$ cat src/rtl/surf6_fwu_bank_tracker.sv
`default_nettype none
// +--------------------------------------------------------------------------+
// | surf6_fwu_bank_tracker: N-bank firmware-update handshake tracker (WB clk) |
// | Optional macro FWU_TIMEOUT_EN enables per-bank MARKED stall timeouts.    |
// | Revision: 1.0                                                            |
// +--------------------------------------------------------------------------+
module surf6_fwu_bank_tracker #(
  parameter int NBANKS         = 2,
  parameter int CNTW           = 16,
  parameter int TIMEOUT_CYCLES = 1000000
) (
  input  logic                                        wb_clk_i,
  input  logic                                        wb_rst_n_i,
  input  logic                                        fw_downloadmode_i,
  input  logic [NBANKS-1:0]                           fw_wr_i,
  input  logic [NBANKS-1:0]                           fw_mark_i,
  input  logic [NBANKS-1:0]                           ps_fwdone_gpi_i,
  input  logic                                        fw_err_clr_i,
  output logic [NBANKS-1:0]                           ps_fwupdate_gpo_o,
  output logic [NBANKS-1:0]                           fw_pscomplete_o,
  output logic [((NBANKS > 1) ? $clog2(NBANKS) : 1)-1:0] fw_next_bank_o,
  output logic [NBANKS-1:0]                           fw_err_o,
  output logic [NBANKS-1:0]                           fw_timeout_o,
  output logic [CNTW-1:0]                             fw_block_count_o
);

  localparam int NBW = (NBANKS > 1) ? $clog2(NBANKS) : 1;

  typedef enum logic [2:0] {
    S_OFF    = 3'd0,
    S_ARM    = 3'd1,
    S_READY  = 3'd2,
    S_FILL   = 3'd3,
    S_MARKED = 3'd4
  } state_t;

  // Reset asserts asynchronously but releases on a clock edge.
  logic [1:0] rst_sync_q;
  logic       rst_int_n;

  always_ff @(posedge wb_clk_i or negedge wb_rst_n_i) begin
    if (!wb_rst_n_i) rst_sync_q <= 2'b00;
    else             rst_sync_q <= {rst_sync_q[0], 1'b1};
  end
  assign rst_int_n = rst_sync_q[1];

  logic [NBANKS-1:0] done, acc_mark, gpo_w, psc_w, err_w, to_w;

  for (genvar b = 0; b < NBANKS; b++) begin : g_bank
    state_t     state_q, state_d;
    logic [2:0] sync_q;
    logic       rise_q, pend_q, pend_d, err_set;
    logic       gpo_q, psc_q, err_q;

    // pend_q carries a write that arrived together with the completing rise.
    always_comb begin
      state_d = state_q;
      pend_d  = 1'b0;
      err_set = 1'b0;
      if (!fw_downloadmode_i) begin
        state_d = S_OFF;
      end else begin
        case (state_q)
          S_OFF:   state_d = S_ARM;
          S_ARM: begin
            err_set = fw_wr_i[b] | fw_mark_i[b];
            if (rise_q) state_d = S_READY;
          end
          S_READY: begin
            if (fw_mark_i[b])               state_d = S_MARKED;
            else if (fw_wr_i[b] || pend_q)  state_d = S_FILL;
          end
          S_FILL:  if (fw_mark_i[b]) state_d = S_MARKED;
          S_MARKED: begin
            if (rise_q) begin
              state_d = S_READY;
              pend_d  = fw_wr_i[b];
            end else if (fw_wr_i[b]) begin
              err_set = 1'b1;
            end
          end
          default: state_d = S_OFF;
        endcase
      end
    end

    always_ff @(posedge wb_clk_i or negedge rst_int_n) begin
      if (!rst_int_n) begin
        state_q <= S_OFF;
        sync_q  <= 3'b000;
        rise_q  <= 1'b0;
        pend_q  <= 1'b0;
        gpo_q   <= 1'b0;
        psc_q   <= 1'b0;
        err_q   <= 1'b0;
      end else begin
        state_q <= state_d;
        sync_q  <= {sync_q[1:0], ps_fwdone_gpi_i[b]};
        rise_q  <= sync_q[1] & ~sync_q[2];
        pend_q  <= pend_d;
        gpo_q   <= (state_d == S_MARKED);
        psc_q   <= (state_d == S_READY);
        err_q   <= (err_q & ~fw_err_clr_i) | err_set;
      end
    end

    assign done[b]     = fw_downloadmode_i & rise_q & (state_q == S_MARKED);
    assign acc_mark[b] = fw_downloadmode_i & fw_mark_i[b] &
                         ((state_q == S_READY) || (state_q == S_FILL));
    assign gpo_w[b]    = gpo_q;
    assign psc_w[b]    = psc_q;
    assign err_w[b]    = err_q;

`ifdef FWU_TIMEOUT_EN
    localparam int TW = $clog2(TIMEOUT_CYCLES + 1);
    logic [TW-1:0] tcnt_q;
    logic          to_q;

    always_ff @(posedge wb_clk_i or negedge rst_int_n) begin
      if (!rst_int_n) begin
        tcnt_q <= '0;
        to_q   <= 1'b0;
      end else begin
        if (state_d == S_MARKED && state_q != S_MARKED)
          tcnt_q <= '0;
        else if (state_q == S_MARKED && tcnt_q != TW'(TIMEOUT_CYCLES))
          tcnt_q <= tcnt_q + TW'(1);
        to_q <= (to_q & ~fw_err_clr_i) |
                ((state_q == S_MARKED) && (tcnt_q == TW'(TIMEOUT_CYCLES - 1)));
      end
    end
    assign to_w[b] = to_q;
`else
    assign to_w[b] = 1'b0;
`endif
  end

`ifndef FWU_TIMEOUT_EN
  logic unused_timeout_cfg;
  assign unused_timeout_cfg = (TIMEOUT_CYCLES != 0);
`endif

  logic [CNTW-1:0] count_q, count_d, inc;
  logic [NBW-1:0]  next_q, next_d;

  always_comb begin
    inc = '0;
    for (int i = 0; i < NBANKS; i++) inc = inc + CNTW'(done[i]);
    count_d = fw_downloadmode_i ? (count_q + inc) : '0;
    next_d  = next_q;
    if (!fw_downloadmode_i)
      next_d = '0;
    else if (acc_mark[next_q])
      next_d = (next_q == NBW'(NBANKS - 1)) ? '0 : (next_q + NBW'(1));
  end

  always_ff @(posedge wb_clk_i or negedge rst_int_n) begin
    if (!rst_int_n) begin
      count_q <= '0;
      next_q  <= '0;
    end else begin
      count_q <= count_d;
      next_q  <= next_d;
    end
  end

  assign ps_fwupdate_gpo_o = gpo_w;
  assign fw_pscomplete_o   = psc_w;
  assign fw_err_o          = err_w;
  assign fw_timeout_o      = to_w;
  assign fw_next_bank_o    = next_q;
  assign fw_block_count_o  = count_q;

endmodule
`default_nettype wire
$ cat config.mk
export PLATFORM = sky130hd
export DESIGN_NAME = surf6_fwu_bank_tracker
export DESIGN_NICKNAME = d
export VERILOG_FILES = /design/src/rtl/surf6_fwu_bank_tracker.sv
export SDC_FILE = /design/constraint.sdc
export NUM_CORES = 1
export LEC_CHECK = 0
export BUFFER_PORTS_ARGS = -buffer_cell sky130_fd_sc_hd__buf_4
export CAP_MARGIN = 20
export CELL_PAD_IN_SITES_DETAIL_PLACEMENT = 1
export CELL_PAD_IN_SITES_GLOBAL_PLACEMENT = 2
export CORE_MARGIN = 4
export CORE_UTILIZATION = 35
export DETAILED_ROUTE_END_ITERATION = 6
export PLACE_DENSITY_LB_ADDON = 0.05
export SETUP_SLACK_MARGIN = 0.3
export SYNTH_ARGS = -nofsm -noshare
export SYNTH_HDL_FRONTEND = slang
export SYNTH_SLANG_ARGS = --single-unit
$ cat constraint.sdc
create_clock -name wb_clk_i -period 2.1 [get_ports wb_clk_i]
set_clock_uncertainty 0.15 [all_clocks]
set_input_delay 0.42 -clock wb_clk_i [delete_from_list [all_inputs] [get_ports wb_clk_i]]
set_output_delay 0.42 -clock wb_clk_i [all_outputs]
set_load 0.005 [all_outputs]
# == After elaboration in Yosys (flattened, before gate mapping) ==
# Cells that the tools add are included.
# word_totals
ff_bits,41
latchBits,0
ramBits,0
mem_bits_ro,0
in_bits,10
output_inout_bits,25
word_cells,93
mem_count,0
# classes
add_sub_neg,3
n_mul,0
div,0
n_lt_le_gt_ge,1
eq_ne,13
shifts,0
mux,32
n_bitwise,19
reduce_logical,8
# op_table
cell,count
two-way mux 3 bit,10
one-hot mux 3 bit (4 select lines),2
"equality test 3 x 2 -> 1 bit, second input constant",6
two-way mux 1 bit,17
adder 16 x 2 -> 16 bit,1
two-way mux 16 bit,1
AND 1 bit,12
"equality test 3 bit, second input constant",4
"equality test 3 x 1 -> 1 bit, second input constant",2
zero test 3 bit,2
logical OR 1 bit,4
OR 1 bit,4
one-hot mux 1 bit (2 select lines),2
OR reduction 2 bit,2
inverter 1 bit,3
adder 1 x 1 -> 2 bit,1
"less-than comparator 1 x 2 -> 1 bit, second input constant",1
"!= test 2 x 1 -> 1 bit, second input constant",1
"adder 1 bit, second input constant",1

# == Longest topological paths before layout ==
# depth
ltp_word,7
mapped_depth,11
mapped_depth_nobuf,10

# == Worst setup path after synthesis ==
# Ideal clock, no wire load.
# synth_path
kind,input -> register
startpoint,in fw_downloadmode_i
endpoint,reg count_q[14] (netlist: fw_block_count_o[14])
setup_ps,78
t_arrival_ps,2440
t_required_ps,1872
slack_ps,-568
path_stages,11
path_buffers,1
path_cell_list,inv_1 > clkbuf_1 > nor2_1 > nand4b_1 > fa_1 > inv_1 > ha_1 > and3_2 > nand2_1 > or4_1 > a21oi_1
# synth_via
elab_chain_cells,5
elab_cells_between_ends,7
classes_between,add/sub: 2; mux: 1; bitwise: 4
# synth_rtl
element,line,text
"start, declared",14,"input logic fw_downloadmode_i,"
AND 1 bit (2 in series),107,assign done[b] = fw_downloadmode_i & rise_q & (state_q == S_MARKED);
adder 1 x 1 -> 2 bit,148,for (int i = 0; i < NBANKS; i++) inc = inc + CNTW'(done[i]);
adder 16 x 2 -> 16 bit,149,count_d = fw_downloadmode_i ? (count_q + inc) : '0;
two-way mux 16 bit (*),149,
via count_d[14],143,"logic [CNTW-1:0] count_q, count_d, inc;"
"end signal, assigned",162,count_q <= count_d;
"end, declared",143,
# The timed path passes the listed nets; every way through them passes the cells marked *.
# A chain may end at the register's enable or synchronous reset.

# == Worst setup path after layout ==
# layout_path
startpoint,reg g_bank[1].state_q[1]
endpoint,reg count_q[14] (netlist: fw_block_count_o[14])
# layout_via
elab_chain_cells,5
# layout_rtl
element,line,text
"start, declared",50,"state_t state_q, state_d;"
"start signal, assigned",97,state_q <= state_d;
equality test 3 bit,107,
AND 1 bit,107,
adder 1 x 1 -> 2 bit,148,
adder 16 x 2 -> 16 bit,149,
two-way mux 16 bit,149,
via count_d[14],143,
# The timed path passes the listed nets, and every way through them passes these cells.

==> results.md <==
Logic synthesis:
- Of the total synthesized cell area, the portion taken by AND, OR, NAND and NOR gates is 0.2167.
- The synthesized netlist occupies a cell area of 0.001795 sq mm.
- The most used flip-flop cell after synthesis is dfrtp_1.
- A synthesized cell averages approximately 11 sq um.
- The number of enable flip-flop cells after synthesis is 0.
- Of the total synthesized cell area, the portion taken by XOR and XNOR cells is 0.05854.
- Synthesis produced 168 cells.
- The synthesized netlist contains 37 unique library cells.
- The synthesized-area fraction occupied by ao, oa, aoi and oai cells is 0.07108.
- The multiplexer fraction of the synthesized cell area is 0.005575.
- The sequential fraction of the synthesis area is 0.5714.
- The dominant combinational cell family by area after synthesis is simple AND/OR/NAND/NOR gates.
- The synthesis warning total is 0.
- After synthesis, the share of flip-flops with an asynchronous set or reset is 1.000.
- The adder-cell share of the synthesized area is 0.01812.
- In this run, synthesis produced a sequential element count of 41.

Final layout:
- For this run, the share of the core covered by cells in the final layout is 0.5146.
- Counting the fill cells in the layout gives 550.
- From synthesis to final layout, the design area changed by 38.95%.
- The area occupied by multi-input gates is 748.2 sq um.
- The post-route non-filler standard cell count is 293.
- The proportion of layout cells with a drive suffix above 1 is 0.3628.
- Summing all non-filler instances in the final layout gives an area of between 0.002 and 0.0025 sq mm.
- After the last flow step, the layout net total stands at roughly 240.
- In the final layout, flip-flops and latches occupy 0.001026 sq mm.
- The count of inserted antenna diode cells is 0.

Floorplan:
- The horizontal extent of the die is ~80 microns.
- In this run the vertical extent of the chip is 79.63 microns.
- The full die area is around 0.0063 sq mm.
- The number of ports placed on the die boundary is 35.
- The row count is 25.
- The core region is roughly 0.0048 sq mm.
- The starting utilization of the core area is 0.3703.

GRT:
- Entering global routing, the biggest net connects 23 pins.
- The via count of the first global-routing pass is between 1500 and 2000.
- The total congestion overflow after global routing is 0.
- The number of antenna violations at the first check in global routing is 0.
- For this run, the total global-route usage over all layers was measured as 0.1525.
- The first global-routing pass estimated between 7000 and 8000 microns of wire.

STA:
- The total negative setup slack is -0.6339 ns.
- The minimum clock period after layout is between 2 and 2.5 ns.
- Of the available clock period, the critical path in the final layout requires 1.068.
- The final critical-path setup slack is -0.1432 ns.
- Setup repair after global routing could not meet its margin everywhere.
- The fmax is 445.8 MHz.
- The final hold violation count came to 0.
- The tightest hold path in the finished design has a slack of between 0.07 and 0.08 ns.
- Setup violations remaining at the end of the flow were counted as 11.
- The total count of max-transition violations in the final report is 0.

Placed design:
- The total half-perimeter wirelength after legalization and detailed placement is approximately 3200 microns.
- Once placement finished, the instance area stood at 0.002251 sq mm.
- The number of placed instances, taps included, is 277.
- The number of port buffers is 32.
- OpenSTA, run right after detailed placement, puts the worst setup slack at -0.4063 ns.
- The final weighted congestion in routability-driven placement is ~0.72.

Setup path:
- The signal on the critical path passes through nor2_4 -> nand4b_1 -> fa_2 -> inv_2 -> ha_4 -> and3_4 -> nand2_2 -> or4_4 -> a21oi_2.
- The largest driver fanout on the critical path is 2.
- The highest-delay cell along the critical path is dfrtp_1.
- The launching element type of the critical path is a register.
- On the critical path the largest part of the delay comes from simple AND/OR/NAND/NOR gates.
- The worst setup path is captured at a register.
- The critical path is of the register to register type.
- Data arrives at the worst endpoint at 2.32 ns.
- Data on the critical path is required at its endpoint by 2.18 ns.
- On the worst path, the slowest cell contributes a delay of 0.43 ns.
- The count of buffer and inverter cells on the critical path is 1.

Power and ir drop:
- Across the VDD grid, the largest voltage drop is around 0.44 mV.
- The total power draw is 1.699 mW.
- The static leakage is 1.193 nW.
- The total power divided by cell area is slightly below 700 mW/mm^2.

Run:
- Max-cap violations in this run came to 0.

Drt:
- The number of antenna-violating nets in the routed design is 0.
- The overall routed net length is between 4000 and 5000 microns.
- After detailed routing, the average wire length per cell comes to 14.85 microns.
- After detailed routing, the number of remaining DRC violations is 0.
- Across all layers, the routed design uses 1420 vias.
- After the first detailed-routing iteration, the DRC count stood at 57.
- The first detailed-routing pass ran for 4 iterations.
- Dividing the detail-routed via count by the number of cells gives 4.846.

Clock tree:
- The clock drives between 40 and 50 sinks.
- The clock insertion delay at the later pin of the skew report is 0.30 ns.
- Clock-pin slew was measured on the worst setup and hold paths at 0.09 ns.
- The clock tree from TritonCTS is done.
- The tree is rooted in a clkbuf_8.
- The number of levels the H-tree was split into is 2.
- In this run, CTS created clock tree buffers numbering 5.
- The clock passes through at most 2 buffers.

Run status:
- The flow ran to the end, but the final reports show violations.
- The checks that failed: setup timing.

Worst hold path:
- The worst hold path class is register to async pin.
logic make-up after synthesis:
family,after synthesis
AO/OA/AOI/OAI,20
XOR/XNOR,12
adder cells (fa/ha/maj),2
buffers and inverters,18
flip-flops,41
multiplexers,1
other,2
AND/OR/NAND/NOR,72
worst register-to-register path: stages (launching register included):
cell and delay (ns):
dfrtp_1 0.43, nor2_4 0.10, nand4b_1 0.15, fa_2 0.38, inv_2 0.07, ha_4 0.12, and3_4 0.18, nand2_2 0.06
or4_4 0.42, a21oi_2 0.12
Yosys cell counts (3+ instances only):
library cell,number,area share
a21oi_1,3,0.0084
and2_1,3,0.010
and3_1,3,0.010
buf_4,8,0.033
dfrtp_1,41,0.57
inv_1,8,0.017
nand2_1,10,0.021
nand2b_1,4,0.014
nand3_1,5,0.014
nand4_1,4,0.014
nor2_1,20,0.042
nor3_1,4,0.011
nor4_1,3,0.010
o21ai_0,7,0.020
xnor2_1,5,0.024
xor2_1,7,0.034
routing by layer:
metal / global-route usage / wire length (microns) / up-vias
li1: - / - / 678
met1: 0.2001 / 1949 / 710
met2: 0.2563 / 2188 / 28
met3: 0.03273 / 184 / 4
met4: 0.03608 / 28 / 0
met5: 0 / 0 / -
sequential cells by signal, indices dropped and copies added (netlist names):
signal            count
g_bank.gpo_q          2
g_bank.sync_q         6
fw_block_count_o     16
g_bank.pend_q         2
g_bank.psc_q          2
fw_next_bank_o        1
g_bank.rise_q         2
rst_sync_q            2
g_bank.err_q          2
g_bank.state_q        6
cells in the final DEF, fill, tap and decap left out, types with 3 or more instances in the layout:
master and n:
and3_1 3, nand3_1 5, clkbuf_8 5, dfrtp_1 41
nor2_1 18, nand2b_1 4, xnor2_1 5, nand4_1 4
inv_1 6, conb_1 3, nand2_1 9, buf_4 54
xor2_1 7, o21ai_0 7, buf_6 4
power breakdown:
part,switching [mW],leakage (nW),internal [mW],total [mW]
combinational,0.0674,0.580,0.0588,0.126
sequential,0.0106,0.545,0.810,0.821
clock,0.279,0.0681,0.472,0.752
final timing paths:
kind / startpoint / cells after the start / endpoint / slack, ns
worst min-delay path: rst_sync_q[1] / 1 / g_bank[0].state_q[2] / 0.07
worst max-delay path: g_bank[1].state_q[1] / 9 / fw_block_count_o[14] / -0.14
min in group wb_clk_i: ps_fwdone_gpi_i[1] / 1 / g_bank[1].sync_q[0] / 0.08
worst min register to register: rst_sync_q[1] / 1 / g_bank[0].state_q[2] / 0.07
max in group asynchronous: wb_rst_n_i / 2 / rst_sync_q[0] / 1.43
worst max register to register: g_bank[1].state_q[1] / 9 / fw_block_count_o[14] / -0.14
area by class of cell:
class / instances / share of cell area
flip-flops and latches: 41 / 0.4112
multi-input cells: 110 / 0.2999
repair buffers: 59 / 0.1846
well taps: 67 / 0.03360
clock buffers: 5 / 0.02758
clock inverters: 3 / 0.02608
inverters: 8 / 0.01705
repair_timing:
action	4_1_cts	5_1_grt
endpoints found under the setup margin	15	15
gates cloned	0	0
hold endpoints to repair	2	0
pin swaps	11	5
gates resized for setup	6	5
buffers inserted	5	2
hold buffers	1	0
Note: power is estimated with default switching activity, not from simulation.
